--- config.mk ---
export PLATFORM = sky130hd
export DESIGN_NAME = burst_link_fifo
export DESIGN_NICKNAME = d
export VERILOG_FILES = /design/src/rtl/burst_link_fifo.sv
export SDC_FILE = /design/constraint.sdc
export NUM_CORES = 1
export LEC_CHECK = 0
export CORE_UTILIZATION = 25
export CTS_CLUSTER_SIZE = 40
export DETAILED_ROUTE_END_ITERATION = 12
export GPL_TIMING_DRIVEN = 1
export MAX_ROUTING_LAYER = met4
export PLACE_DENSITY = 0.48
export SLEW_MARGIN = 15
export SYNTH_ARGS = -nofsm -noshare
export SYNTH_HDL_FRONTEND = slang
export SYNTH_SLANG_ARGS = --single-unit
--- constraint.sdc ---
create_clock -name clk -period 7.9 [get_ports clk]
set_input_delay 1.185 -clock clk [delete_from_list [all_inputs] [get_ports clk]]
set_output_delay 1.185 -clock clk [all_outputs]
set_load 0.1 [all_outputs]
--- src/rtl/burst_link_fifo.sv ---
// Burst-oriented link buffer between a read master and a write master:
// requests read bursts on available credit and drains stored words in fixed-size write bursts.
module burst_link_fifo #(
  parameter int DATA_WIDTH      = 32,
  parameter int BURST_COUNT     = 8,
  parameter int BURST_WIDTH     = 4,
  parameter int FIFO_DEPTH      = 32,
  parameter int FIFO_DEPTH_LOG2 = 5
) (
  input  logic                     clk,
  input  logic                     reset,
  input  logic                     in_valid,
  input  logic [DATA_WIDTH-1:0]    in_data,
  input  logic                     rd_busy,
  output logic                     rd_start,
  input  logic                     wr_busy,
  input  logic                     wr_ready,
  output logic                     wr_start,
  output logic                     wr_valid,
  output logic [DATA_WIDTH-1:0]    wr_data,
  output logic [FIFO_DEPTH_LOG2:0] level,
  output logic                     overflow
);

  localparam int LW = FIFO_DEPTH_LOG2 + 1;
  localparam int CW = FIFO_DEPTH_LOG2 + 3;
  localparam logic [LW-1:0]          DEPTH_L = LW'(FIFO_DEPTH);
  localparam logic [LW-1:0]          BURST_L = LW'(BURST_COUNT);
  localparam logic [CW-1:0]          DEPTH_C = CW'(FIFO_DEPTH);
  localparam logic [CW-1:0]          BURST_C = CW'(BURST_COUNT);
  localparam logic [BURST_WIDTH-1:0] BEATS_L = BURST_WIDTH'(BURST_COUNT);

  typedef enum logic [1:0] {W_IDLE, W_START, W_STREAM} wstate_t;

  logic [DATA_WIDTH-1:0]      mem [FIFO_DEPTH];
  logic [FIFO_DEPTH_LOG2-1:0] wr_ptr, rd_ptr;
  logic [LW-1:0]              pending, pending_dec;
  logic [BURST_WIDTH-1:0]     beat_cnt, beat_next;
  wstate_t                    state, state_next;
  logic                       push, pop, rd_fire, credit_ok;

  // Handshake: a word moves to the write master on any cycle where wr_valid and
  // wr_ready are both high; wr_data is stable while wr_valid=1 and wr_ready=0.
  assign push     = in_valid && (level != DEPTH_L);
  assign wr_valid = (state == W_STREAM);
  assign wr_start = (state == W_START);
  assign pop      = wr_valid && wr_ready;
  assign wr_data  = wr_valid ? mem[rd_ptr] : '0;

  // credit = depth - level - pending, compared without risk of going negative
  assign credit_ok   = (CW'(level) + CW'(pending) + BURST_C) <= DEPTH_C;
  assign rd_fire     = !rd_busy && !rd_start && credit_ok;
  assign pending_dec = (push && pending != '0) ? pending - 1'b1 : pending;

  always_ff @(posedge clk) begin
    if (push) mem[wr_ptr] <= in_data;
  end

  always_ff @(posedge clk) begin
    if (reset) begin
      wr_ptr   <= '0;
      rd_ptr   <= '0;
      level    <= '0;
      pending  <= '0;
      rd_start <= 1'b0;
      overflow <= 1'b0;
      state    <= W_IDLE;
      beat_cnt <= '0;
    end else begin
      if (push) wr_ptr <= wr_ptr + 1'b1;
      if (pop)  rd_ptr <= rd_ptr + 1'b1;
      case ({push, pop})
        2'b10:   level <= level + 1'b1;
        2'b01:   level <= level - 1'b1;
        default: level <= level;
      endcase
      if (in_valid && !push) overflow <= 1'b1;
      pending  <= pending_dec + (rd_fire ? BURST_L : '0);
      rd_start <= rd_fire;
      state    <= state_next;
      beat_cnt <= beat_next;
    end
  end

  always_comb begin
    state_next = state;
    beat_next  = beat_cnt;
    case (state)
      W_IDLE: begin
        if (level >= BURST_L && !wr_busy) state_next = W_START;
      end
      W_START: begin
        beat_next  = BEATS_L;
        state_next = W_STREAM;
      end
      W_STREAM: begin
        if (pop) begin
          beat_next = beat_cnt - 1'b1;
          if (beat_cnt == BURST_WIDTH'(1)) state_next = W_IDLE;
        end
      end
      default: state_next = W_IDLE;
    endcase
  end

endmodule

==> run_results.csv, run 1 <==
group,metric,value,unit
floorplan,die-area,166000,sq um
place,preCtsSetupSlack,2180,ps
timing,slew_violations,0,
logic_synthesis,yosys_most_used_dff,"edfxtp_1",
logic_synthesis,ys_types,56,
clocking,cts_tree,"built",
logic_synthesis,ys_warn_count,0,
logic_synthesis,synth.area.top_cells,"edfxtp_1 75%, mux4_2 16%, dfxtp_1 1.7%",
logic_synthesis,syn_area,41100,sq um
global_route,grt-ovfl-total,0,
finish,final_area,48500,sq um
timing,finalClockSkew,36.1,ps
min_path,hp-start,"overflow",
timing,setup_ws,1490,ps
critical_path,critPathRequiredTime,6710,ps
logic_synthesis,avgSynthCellArea,22.9,sq um
timing,fin_crit,6410,ps
place,gp_congestion,0.759,
logic_synthesis,synth_edf_count,1024,
route,wl,108000,um
timing,tns,0,ps
global_route,antenna_found_initial,11,
min_path,min-delay-path-class,"reg -> reg",
logic_synthesis,ys_async_sr_fraction,0,%
finish,fin_util,29.8,%
floorplan,core,163000,sq um
power_and_ir_drop,irDropWorstVdd,0.164,mV
min_path,min_path_cells,2,
timing,setup_viol,0,
min_path,holdPathEnd,"overflow",
finish,fillers,15745,
clocking,cts_buffers,112,
finish,multi_input_comb_area,9180,sq um
floorplan,num_io_pins,80,
logic_synthesis,synth_top_area_cell,"edfxtp_1",
clocking,htreeDepth,3,
floorplan,num_rows,148,
route,via_count,19198,
route,drc,0,
clocking,clk_pin_slew,60,ps
finish,drive_gt1_share,28.6,%
clocking,cts.root.buffer_cell,"clkbuf_16",
place,hpwl,60700,um
route,viasPerCell,4.54,
place,place_area,44800,sq um
clocking,clockBufferDepth,3,
power_and_ir_drop,p_leak,0.0143,uW
power_and_ir_drop,pwr_density_cell,244,nW/um^2
critical_path,end_kind,"primary output",
route,post_drt_wl_per_cell,25.6,um
floorplan,die_w,407,um
critical_path,reg2reg_from,"state[1]",
global_route,grt_pass1_vias,20570,
timing,maxSlewHeadroom,17.3,%
logic_synthesis,syn_nets,1864,
finish,area_growth,18.0,%
global_route,grt_max_degree,76,
route,initialDrtViolationCount,1930,
critical_path,r2r_end,"level[4]",
finish,nNetsFinal,2021,
timing,whs,519,ps
clocking,clk_latency,710,ps
critical_path,worstRegToRegCells,11,
logic_synthesis,yosys.area.top_type_share,74.8,%
critical_path,crit_type,"reg -> out",
logic_synthesis,synth_seq_area_share,76.5,%
global_route,gr-usage-all-layers,13.3,%
timing,grt_setup_unrepaired,"no",
clocking,hold_buffers,0,
clocking,cts_setup_buffers,0,
critical_path,crit_path_max_fanout,21,
timing,worstMarginPinSlew,1240,ps
floorplan,chipHeight,407,um
job,maxCapViolations,0,
timing,finalHoldViolations,0,
finish,ff_latch_area,31500,sq um
place,io_buffer_count,79,
critical_path,r2r_setup_slack,4290,ps
timing,fmax,0.156,GHz
route,drtAntennaViolNets,0,
critical_path,worstPathArrival,5220,ps
route,dr.pass1.iters,5,
outcome,outcome,"completed",
logic_synthesis,synthCells,1798,
timing,timing.final.crit_share,81.1,%
logic_synthesis,postSynthRegisterBits,1059,
floorplan,initial_core_util,25.2,%
global_route,grt_pass1_wl,154000,um
critical_path,cp-start-kind,"flop",
clocking,cts_resized,0,
clocking,cts.sink_count,1059,
==> power by group <==
part	switching [uW]	leakage [uW]	internal [uW]
clock network	2200	0.00179	3040
logic	226	0.00298	113
registers	27.4	0.00951	6210
total	2450	0.0143	9360
==> how the worst max path moves through the flow <==
stage	slack (ps)	depth (start not counted)	start	to
6_report	1490	6	flop	wr_data[28]
5_1_grt	1310	6	flop	wr_data[28]
4_1_cts	1420	6	flop	wr_data[28]
3_5_place_dp	2180	6	flop	wr_data[28]
3_3_place_gp	2210	6	flop	wr_data[28]
2_1_floorplan	2430	5	state[1]	wr_data[28]
==> Yosys cell counts, types with 4 or more instances <==
library cell	instances
a21oi_1	9
a221oi_1	4
a221oi_2	28
buf_2	33
buf_4	6
buf_6	9
clkbuf_1	39
clkinv_1	18
dfxtp_1	35
edfxtp_1	1024
ha_1	26
inv_1	32
mux2i_1	32
mux4_2	288
nand2_1	20
nand2b_1	4
nand3_1	4
nand4_1	4
nor2_1	61
nor2b_1	6
nor3_1	5
o211ai_1	4
o21ai_0	5
o221ai_1	32
xnor2_1	9
xor2_1	13
==> metal layers <==
metal	vias up	track usage (%)	share of wire (%)
li1	7965	-	-
met4	0	3.17	2.3
met1	10535	18.1	45
met5	-	-	0
met3	153	2.56	5.6
met2	545	20.6	47
==> metrics by stage <==
step | total power [uW] | instances
2_1_floorplan | 6530 | 1798
3_3_place_gp | 6680 | 4016
3_5_place_dp | 6700 | 4016
4_1_cts | 11900 | 4226
5_1_grt | 12200 | 4230
6_report | 11800 | 4230
==> sequential cells by signal (all words and copies together), names as in the netlist, named ones only <==
name,flops
wr_ptr,5
overflow,1
state,2
pending,6
rd_ptr,5
mem,1024
level,6
rd_start,1
beat_cnt,4
==> cells in the final DEF, fill, tap and decap left out, drive strengths merged, types with 4 or more instances in the layout <==
cell type / instances
inv: 39
xnor2: 9
nand4: 4
clkbuf: 135
nor3: 5
clkinv: 73
o21ai: 6
clkdlybuf4s50: 72
edfxtp: 1024
dfxtp: 35
mux4: 288
nor2: 61
diode: 4
o221ai: 32
nand3: 4
bufinv: 13
mux2i: 32
nor2b: 6
xor2: 13
o211ai: 4
a21oi: 9
a221oi: 32
ha: 26
nand2b: 4
buf: 64
nand2: 21
==> final cells by class <==
type / count / area share, %
Inverter: 53 / 0.410
Clock buffer: 135 / 5.96
Timing Repair Buffer: 136 / 2.54
Clock inverter: 75 / 1.62
Multi-Input combinational cell: 593 / 18.9
Antenna cell: 4 / 0.0206
Tap cell: 2175 / 5.61
Sequential cell: 1059 / 64.9
==> worst max-delay path, stage by stage, from the launching register on <==
cell,delay (ps)
dfxtp_2,950
buf_4,510
nor2_4,40
nand2_1,680
o221ai_1,250
a221oi_1,790
clkdlybuf4s50_1,1290
==> cells by family (layout without fill, tap and decap cells) <==
logic type,count (synthesis),after routing,synth area share [%]
other cells,0,4,0
buf+inv,146,399,1.76
flops,1059,1059,76.5
simple gates,126,126,1.46
xor+xnor,22,22,0.469
fa+ha+maj,28,28,0.889
mux,320,320,16.6
compound gates,97,97,2.32
(Power assumes the default switching activity.)
==> run 2: changes to the inputs <==
- clock period: 7.9 -> 6.1 ns (I/O delays scaled with it)
==> run 2 against run 1 <==
  * Via count up 0.90%
  * Critical path depth down 1
  * Core utilization down 0.32 points
  * First-iteration DRC count down 1.4%
  * Sequential share of layout area up 0.70 points
  * Design area down 1.1%
  * Cell count down 0.26%
  * Clock skew down 6.7 ps
  * Sequential power up 29%
  * Sequential cell count unchanged
  * Critical path type unchanged
==> run_results.csv, run 2 (synthesis gave the netlist of run 1 again) <==
group,metric,value,unit
global_route,grt_pass1_wl,161000,um
critical_path,end_kind,"primary output",
critical_path,crit_chain,"buf_4, or3_1, o221ai_1, a221oi_1, buf_4",
timing,grt_setup_unrepaired,"no",
critical_path,critPathRequiredTime,5180,ps
clocking,cts_resized,0,
global_route,grt_max_degree,83,
finish,drive_gt1_share,30.9,%
finish,multi_input_comb_area,9190,sq um
floorplan,num_io_pins,80,
floorplan,initial_core_util,25.2,%
critical_path,path_delay_family,"compound AO/OA/AOI/OAI gates",
global_route,grt_use_met1,18.9,%
timing,finalClockSkew,29.4,ps
clocking,hold_buffers,0,
floorplan,chipHeight,407,um
finish,area_growth,16.7,%
timing,slew_violations,0,
route,drc,0,
route,drtAntennaViolNets,0,
clocking,cts_setup_buffers,0,
finish,regMostFlops,"mem",
route,wl,115000,um
finish,largest_reg_flops,1024,
power_and_ir_drop,p_leak,0.0142,uW
timing,worstMarginPinSlew,1220,ps
route,via_count,19371,
floorplan,die-area,166000,sq um
critical_path,cp-start-kind,"flop",
clocking,htreeDepth,3,
route,viasPerCell,4.59,
finish,ff_latch_area,31500,sq um
place,gp_congestion,0.798,
floorplan,num_rows,148,
global_route,gr-usage-all-layers,14.1,%
timing,tns,0,ps
global_route,grt-ovfl-total,0,
clocking,cts_buffers,106,
route,dr.pass1.iters,5,
floorplan,core,163000,sq um
critical_path,cpMostUsedCell,"buf_4",
timing,setup_viol,0,
clocking,clockBufferDepth,3,
critical_path,slowest_stage,"a221oi_1",
clocking,clk_latency,730,ps
finish,nNetsFinal,2024,
clocking,cts.root.buffer_cell,"clkbuf_16",
clocking,cts.sink_count,1059,
global_route,antenna_found_initial,17,
finish,final_common_cell,"edfxtp_1",
power_and_ir_drop,irDropWorstVdd,0.204,mV
timing,fin_crit,4950,ps
min_path,min-delay-path-class,"reg -> reg",
place,hpwl,71100,um
power_and_ir_drop,pwr_density_cell,307,nW/um^2
timing,finalHoldViolations,0,
clocking,clk_pin_slew,60,ps
finish,final_cell_mix,"1,024 x edfxtp_1, 288 x mux4_2, 107 x clkbuf_16",
critical_path,max_stage_delay,790,ps
timing,timing.final.crit_share,81.2,%
outcome,outcome,"completed",
critical_path,crit_buf_inv,2,
global_route,grt_use_met3,2.36,%
place,io_buffer_count,79,
critical_path,crit_path_max_fanout,18,
route,initialDrtViolationCount,1903,
global_route,grt_pass1_vias,19907,
floorplan,die_w,407,um
clocking,cts_tree,"built",
job,maxCapViolations,0,
route,post_drt_wl_per_cell,27.2,um
critical_path,crit_type,"reg -> out",
finish,fillers,15882,
critical_path,worstPathArrival,4040,ps
global_route,grt_most_used_layer,"met2",
timing,maxSlewHeadroom,18.7,%
global_route,grt_use_met2,22.7,%
finish,reg.largest.list,"mem x1024, level x6, pending x6",
finish,fin_util,29.4,%
timing,fmax,0.202,GHz
run 2: cell types whose count changed in the layout (fill, tap and decap cells not counted), moves of 2 or more:
cell	before	now
clkinv_16	2	0
clkbuf_1	23	26
clkbuf_16	112	107
clkdlybuf4s50_1	72	17
bufinv_16	13	4
clkinv_2	24	17
buf_12	4	10
clkinvlp_4	3	5
buf_4	53	88
diode_2	4	2
buf_2	7	30
run 2: tightest hold or removal path, stage by stage (launching register included):
cell and delay, ps:
dfxtp_1 330, a31oi_1 50, nor2_1 80
run 2: where the power goes:
group	total (uW)	internal (uW)	switching, uW
logic	482	144	338
clock network	6160	3390	2770
registers	8070	8040	35.8
run 2: cell type report:
| class | count | area share [%] |
|---|---|---|
| Antenna cell | 2 | 0.0104 |
| Clock buffer | 133 | 5.79 |
| Timing Repair Buffer | 145 | 2.46 |
| Clock inverter | 59 | 0.903 |
| Multi-Input combinational cell | 593 | 19.2 |
| Inverter | 53 | 0.415 |
| Tap cell | 2175 | 5.67 |
| Sequential cell | 1059 | 65.6 |
run 2: worst paths after layout:
check,start,end,slack [ps],cells past startpoint
worst min-delay path,overflow,overflow,490,2
worst max register to register,state[1],level[4],2490,10
worst min register to register,overflow,overflow,490,2
worst max-delay path,flop,wr_data[2],1150,5
run 2: layer usage:
layer / up-vias / share of wire [%] / routed length [um]
met1: 10719 / 44 / 50300
met3: 143 / 5.2 / 5950
li1: 7954 / - / -
met5: - / 0 / 0
met2: 555 / 49 / 56300
met4: 0 / 1.9 / 2160
run 2: per-stage QoR:
step | hold WS [ps] | instance area, sq um | worst slack (ps) | instances | total power, uW
after global routing | 545 | 48000 | 758 | 4217 | 15200
after floorplan | 468 | 41100 | 904 | 1798 | 8450
after global placement | 462 | 44700 | 1430 | 4025 | 8690
after detailed placement | 501 | 44700 | 1390 | 4025 | 8720
final | 495 | 48000 | 1150 | 4219 | 14700
after CTS | 508 | 48000 | 605 | 4217 | 14900
